===== src/rtl/priority_enc8to3_seq_if.sv =====
// Handshake bundle for the sequential 8-to-3 priority encoder.
// Valid/ready: a code w is offered while z=1. It is consumed on the clock edge where z=1 and ack=1.
interface priority_enc8to3_seq_if;
  logic       en;
  logic       ld;
  logic [7:0] y;
  logic       ack;
  logic       rdy;
  logic [2:0] w;
  logic       z;
  logic       done;

  modport slave  (input  en, ld, y, ack, output rdy, w, z, done);
  modport master (output en, ld, y, ack, input  rdy, w, z, done);
endinterface


===== src/rtl/priority_enc8to3_seq.sv =====
// Sequential 8-to-3 priority encoder. It captures a multi-hot vector and emits one code per
// accepted handshake, in priority order, then pulses done.
module priority_enc8to3_seq #(
    parameter bit PRIORITY_HIGH = 1'b1
) (
    input  logic                    Clock,
    input  logic                    Resetn,
    priority_enc8to3_seq_if.slave   bus,
    output logic                    dbg_scan_o
);

    typedef enum logic [0:0] {IDLE = 1'b0, SCAN = 1'b1} state_t;

    state_t     state_q;
    logic [7:0] pend_q;
    logic       done_q;
    logic [2:0] sel_code;
    logic [7:0] pend_d;

    // The last set bit seen in the scan order wins, so the scan direction sets the priority.
    always_comb begin
        sel_code = 3'd0;
        for (int i = 0; i < 8; i++) begin
            if (PRIORITY_HIGH) begin
                if (pend_q[i]) sel_code = 3'(i);
            end else begin
                if (pend_q[7 - i]) sel_code = 3'(7 - i);
            end
        end
        pend_d = pend_q & ~(8'b1 << sel_code);
    end

    always_ff @(posedge Clock or negedge Resetn) begin
        if (!Resetn) begin
            state_q <= IDLE;
            pend_q  <= 8'h00;
            done_q  <= 1'b0;
        end else if (bus.en) begin
            done_q <= 1'b0;
            case (state_q)
                IDLE: begin
                    if (bus.ld && (bus.y != 8'h00)) begin
                        pend_q  <= bus.y;
                        state_q <= SCAN;
                    end
                end
                SCAN: begin
                    if (bus.ack) begin
                        pend_q <= pend_d;
                        if (pend_d == 8'h00) begin
                            state_q <= IDLE;
                            done_q  <= 1'b1;
                        end
                    end
                end
                default: state_q <= IDLE;
            endcase
        end
    end

    // When en is low, done_q is frozen along with everything else, so a pending pulse appears on re-enable.
    assign bus.rdy    = (state_q == IDLE);
    assign bus.z      = bus.en && (state_q == SCAN);
    assign bus.w      = (state_q == SCAN) ? sel_code : 3'd0;
    assign bus.done   = bus.en && done_q;
    assign dbg_scan_o = (state_q == SCAN);

endmodule


===== src/flat_wrapper.sv =====
// flat-port wrapper written by rule: the top's interface ports become plain ports
module priority_enc8to3_seq_flat 
#(
    parameter bit PRIORITY_HIGH = 1'b1
)
  (Clock, Resetn, dbg_scan_o, bus_en, bus_ld, bus_y, bus_ack, bus_rdy, bus_w, bus_z, bus_done);
  priority_enc8to3_seq_if bus_i ();
  input  logic Clock;
  input  logic Resetn;
  output logic dbg_scan_o;
  input wire logic [$bits(bus_i.en)-1:0] bus_en;
  input wire logic [$bits(bus_i.ld)-1:0] bus_ld;
  input wire logic [$bits(bus_i.y)-1:0] bus_y;
  input wire logic [$bits(bus_i.ack)-1:0] bus_ack;
  output wire logic [$bits(bus_i.rdy)-1:0] bus_rdy;
  output wire logic [$bits(bus_i.w)-1:0] bus_w;
  output wire logic [$bits(bus_i.z)-1:0] bus_z;
  output wire logic [$bits(bus_i.done)-1:0] bus_done;
  assign bus_i.en = bus_en;
  assign bus_i.ld = bus_ld;
  assign bus_i.y = bus_y;
  assign bus_i.ack = bus_ack;
  assign bus_rdy = bus_i.rdy;
  assign bus_w = bus_i.w;
  assign bus_z = bus_i.z;
  assign bus_done = bus_i.done;
  priority_enc8to3_seq #(.PRIORITY_HIGH(PRIORITY_HIGH)) u_core (.Clock(Clock), .Resetn(Resetn), .bus(bus_i), .dbg_scan_o(dbg_scan_o));
endmodule

===== config.mk =====
export PLATFORM = sky130hd
export DESIGN_NAME = priority_enc8to3_seq_flat
export DESIGN_NICKNAME = d
export VERILOG_FILES = /design/src/rtl/priority_enc8to3_seq_if.sv /design/src/rtl/priority_enc8to3_seq.sv /design/src/flat_wrapper.sv
export SDC_FILE = /design/constraint.sdc
export NUM_CORES = 1
export LEC_CHECK = 0
export ABC_AREA = 1
export CORE_ASPECT_RATIO = 0.6
export CORE_MARGIN = 5
export CORE_UTILIZATION = 25
export CTS_CLUSTER_SIZE = 8
export DETAILED_ROUTE_END_ITERATION = 10
export PLACE_DENSITY_LB_ADDON = 0.12
export SLEW_MARGIN = 20
export SYNTH_ARGS = -nofsm -noshare
export SYNTH_HDL_FRONTEND = slang
export SYNTH_SLANG_ARGS = --single-unit

===== constraint.sdc =====
create_clock -name Clock -period 4.11 [get_ports Clock]
set_clock_uncertainty 0.1 [all_clocks]
set_input_delay 0.822 -clock Clock [delete_from_list [all_inputs] [get_ports Clock]]
set_output_delay 0.822 -clock Clock [all_outputs]
set_load 0.05 [all_outputs]

# Word-level counts from Yosys, hierarchy flattened
# Index checks and enable logic that the tools add are counted.
classes:
  add_sub_neg: 0
  multipliers: 0
  div: 0
  order_cmp: 0
  n_eq_ne: 2
  shift: 1
  muxes: 18
  n_bitwise: 3
  n_reduce_logical: 6
op_table:
  columns: ["op", "count"]
  rows:
  - ["3-bit 2-to-1 mux", 7]
  - ["8-bit 2-to-1 mux", 2]
  - ["8-bit case mux with 2 select lines", 1]
  - ["8-bit AND", 1]
  - ["8-bit zero test", 1]
  - ["8-bit NOT", 1]
  - ["8-bit nonzero test", 1]
  - ["1-bit by 3-bit << shifter with 8-bit output (first input constant)", 1]
  - ["1-bit 2-to-1 mux", 7]
  - ["1-bit logical AND", 3]
  - ["3-bit AND reduction", 1]
  - ["2-bit by 1-bit != test with 1-bit output (second input constant)", 1]
  - ["2-bit != test (second input constant)", 1]
  - ["1-bit case mux with 2 select lines", 1]
  - ["1-bit NOT", 1]
word_totals:
  ff_bits: 10
  latch_bits: 0
  mem_bits_rw: 0
  rom_bits: 0
  in_bits: 13
  output_inout_bits: 7
  word_cells: 33
  memories: 0

# Longest topological paths before layout
depth:
  depth_word: 14
  ltp_mapped: 11
  ltp_nobuf: 11

# Worst setup path before layout
# OpenSTA, ideal clock, no wires.
synth_path:
  kind: "register to output"
  startpoint: "register u_core.state_q, in the netlist u_core.dbg_scan_o"
  endpoint: "output bus_w[0]"
  arrival_ns: 1.933
  required_ns: 3.188
  path_slack_ns: 1.255
  path_stages_with_launch: 5
  n_path_buf: 2
  path_cell_list: "dfrtp_1 > buf_6 > inv_1 > buf_2 > a21oi_1"
synth_via:
  elab_chain_cells: 1
synth_rtl:
  columns: ["element", "line", "text"]
  rows:
  - ["start: declaration", "priority_enc8to3_seq.sv:14", "state_t state_q;"]
  - ["start signal: assignment", "priority_enc8to3_seq.sv:35", "state_q <= IDLE;"]
  - ["start signal: assignment", "priority_enc8to3_seq.sv:44", "state_q <= SCAN;"]
  - ["start signal: assignment", "priority_enc8to3_seq.sv:51", "state_q <= IDLE;"]
  - ["3-bit 2-to-1 mux", "priority_enc8to3_seq.sv:64", "assign bus.w = (state_q == SCAN) ? sel_code : 3'd0;"]
  - ["end: declaration", "flat_wrapper.sv:16", "output wire logic [$bits(bus_i.w)-1:0] bus_w;"]
# Every way passes these cells.

# Worst setup path in the final report
layout_path:
  startpoint: "input bus_en"
  endpoint: "output bus_z"
layout_via:
  elab_chain_cells: 1
layout_rtl:
  columns: ["element", "line", "text"]
  rows:
  - ["start: declaration", "flat_wrapper.sv:11", "input wire logic [$bits(bus_i.en)-1:0] bus_en;"]
  - ["1-bit logical AND", "priority_enc8to3_seq.sv:63", "assign bus.z = bus.en && (state_q == SCAN);"]
  - ["end: declaration", "flat_wrapper.sv:17", "output wire logic [$bits(bus_i.z)-1:0] bus_z;"]
# Every way passes these cells.

==> impl_results.md <==
* Run status: finished, final reports clean
* Async SR Flop Fraction at 1.00
* Area leader, netlist: dfrtp_1
* Diode count at 0
* # resized after CTS at 0
* ANT nets after route at 0
* Syn_nets at 115
* Footprint of the multi-input gates at ~360 um2
* Largest net degree at the start of global routing at 13
* H-tree levels at 1
* Detailed Routing Iterations Pass 1 at 4
* Final Util at 0.364
* M2 GR Usage at 0.127
* Post-Place Setup Slack at 0.868 ns
* Width of the die at 77.5 um
* Clock Power Share at 0.118
* Final #Nets at 136
* GR Overflow Total at 0
* Reg2reg setup slack at 2.21 ns
* Starting DRT DRC Count at 24
* Critical path, cell by cell: clkdlybuf4s50_1 > nand2_2 > clkinv_2 > clkdlybuf4s50_1
* Crit share post-route at 0.788
* CTS Hold Buffers Added at 0
* Core Box Area at 2560 um2
* Worst vdd ir at 0.000294 V
* Post-synth cell types at 21
* TritonCTS clock tree: done
* Worst Setup Path Type: input pin to output port
* GR Util met1 at 0.156
* Post-synth top cells: nand2_1 (37), nor2_1 (11), dfrtp_1 (10), inv_1 (10), o21ai_0 (7)
* Number of global-route vias before repair at 656
* Slew Limit Fails at 0
* Most common cell in the netlist: nand2_1
* Final setup violation count at 0
* Post-DP HPWL at 1540 um
* Die area at between 3000 and 4000 um2
* Setup_tns at 0 ns
* Yosys Warn Count at 0
* Clk sinks at 10
* Routed len/inst at 11.9 um
* Post-Syn Instances at about 100
* Register Area at approximately 250 um2
* Final hold violations at 0
* Met3 GRT Util at 0.0536
* Synth-to-Final Area Change at 36.3%
* Post-synth EDFFs at 0
* CP Buf/Inv Count at 3
* Sequential share of power at 0.235
* Pwr dens at 899 nW/um2
* CTS buffer count at 3
* Buffers on Ports at 19
* Global-route wire length before repair at between 3000 and 4000 um
* Setup crit end kind: output port
* Internal power at 384 uW
* Critical path startpoint category: input pin
* Maxcap violations at 0
* Layer with the highest usage: met1
* RSZ-0062 raised after global routing: no
* Seq/Total Area, Yosys at 0.366
* Synth Area per Inst at 6.70 um2
* Main synth FF type: dfrtp_1
* Final WL at between 1500 and 2000 um
* Postcts setup bufs at 0
* CP max stage cell: clkdlybuf4s50_1
* Initial antenna violation count at 0
* Clock slew at reported path FFs at 0.04 ns
* Core Rows at 14
* I/O pin count at 20
* Combinational Power Share at 0.646
* CP dominant cell by count: clkdlybuf4s50_1
* Crit path max-delay family: buffers and inverters
* Flops & latches, synth at 10
* Worst slew margin at 0.667
* Syn Std Cell Area at a little under 700 um2
* Switch Pwr at between 400 and 500 uW
* WP data required at approximately 3.2 ns
* Synth top area cells: dfrtp_1 (37%), nand2_1 (20%), nor2_1 (6.0%), inv_1 (5.5%), o21ai_0 (5.1%)
* CP max FO at 5
* CP max stage delay at 0.79 ns
* Leak at about 0.00045 uW
* Worst slew pin tran at 0.498 ns
* Total track usage at 0.104
* Max Clk Rate at 0.309 GHz
* Gp weighted congestion at 0.785
* Post-layout power at 837 uW
* Number of fill cells in the layout at a little under 300
* Sw frac at 0.541
* Clock buffer depth at 2
* DRC at 0
* Yosys top cell area share at 0.366
* Final WS setup at roughly 0.87 ns
* Vias at 700
* Worst path arrival time at 2.32 ns
* CTS root buffer: clkbuf_8
* Clk Latency, worst-skew pair at about 0.23 ns
* Post-layout minimum cycle time at between 3 and 4 ns
* Via/cell ratio at 4.58
* Layout cells sized above 1 at 0.0909
* Worst Hold Class: register to register
* Initial Utilization at 0.267
* Die Ht at just over 50 um
==> final cells by class <==
| class | count | share of cell area |
|---|---|---|
| multi-input cells | 77 | 0.390 |
| flip-flops and latches | 10 | 0.269 |
| repair buffers | 19 | 0.204 |
| inverters | 12 | 0.0497 |
| clock buffers | 3 | 0.0444 |
| well taps | 32 | 0.0430 |
==> per-layer routing <==
| layer | vias to the layer above | share of wire |
|---|---|---|
| met3 | 2 | 0.077 |
| met5 | - | 0 |
| met2 | 27 | 0.39 |
| met4 | 0 | 0.0044 |
| li1 | 363 | - |
| met1 | 308 | 0.52 |
==> cells by family after synthesis <==
| logic type | after synthesis | synth area share |
|---|---|---|
| mux | 1 | 0.0147 |
| compound gates | 17 | 0.152 |
| flops | 10 | 0.366 |
| buf+inv | 15 | 0.103 |
| simple gates | 59 | 0.364 |
==> flip-flops by register name (all words and copies together), names as in the netlist <==
register           cells
u_core.dbg_scan_o      1
u_core.done_q          1
u_core.pend_q          8
==> path summary, 6_finish.rpt <==
path                                               start                            to  cells after the start
max                                               bus_en                         bus_z                      4
min                         u_core.pend_q[0]$_DFFE_PN0P_  u_core.pend_q[0]$_DFFE_PN0P_                      2
max reg2reg                u_core.dbg_scan_o$_DFFE_PN0P_  u_core.pend_q[3]$_DFFE_PN0P_                      6
min reg2reg                 u_core.pend_q[0]$_DFFE_PN0P_  u_core.pend_q[0]$_DFFE_PN0P_                      2
max in group asynchronous                         Resetn  u_core.pend_q[2]$_DFFE_PN0P_                      1
min in group asynchronous                         Resetn  u_core.pend_q[7]$_DFFE_PN0P_                      1
==> power by group through the flow <==
stage | sequential, uW | combinational, uW | clock (uW)
after detailed placement | 196 | 543 | 0
after global routing | 204 | 597 | 106
after CTS | 196 | 545 | 101
final | 197 | 541 | 99.0
after floorplan | 191 | 400 | 0
after global placement | 196 | 546 | 0
==> worst reg2reg max path, cell delays in order, from the launching register on <==
cell,delay (ns)
dfrtp_1,0.50
inv_1,0.35
nand4_1,0.18
nand2_1,0.31
inv_1,0.18
nand2_1,0.08
o21ai_0,0.07
==> stage by stage <==
stage | cells | hold WS (ns) | area, um2
after floorplan | 102 | 0.349 | 683
after global placement | 150 | 0.368 | 890
after detailed placement | 150 | 0.378 | 890
after CTS | 153 | 0.389 | 931
after global routing | 153 | 0.438 | 931
final | 153 | 0.384 | 931
==> cell usage in the layout (no fill, tap or decap) <==
cell / synthesis / layout
dfrtp_1: 10 / 10
mux2i_1: 1 / 1
nor2_2: 2 / 2
nand2_2: 2 / 2
o21ai_1: 1 / 1
nand2_1: 37 / 37
clkinv_2: 1 / 1
clkdlybuf4s50_1: 0 / 19
nand4_1: 2 / 2
a31oi_1: 2 / 2
o211ai_1: 2 / 2
clkbuf_8: 0 / 3
nor2_1: 11 / 11
inv_2: 1 / 1
a21oi_1: 4 / 4
nor2_4: 1 / 1
o21ai_0: 7 / 7
nand3_1: 4 / 4
inv_1: 10 / 10
o21ai_4: 1 / 1
Note: power is estimated with default switching activity, not from simulation.
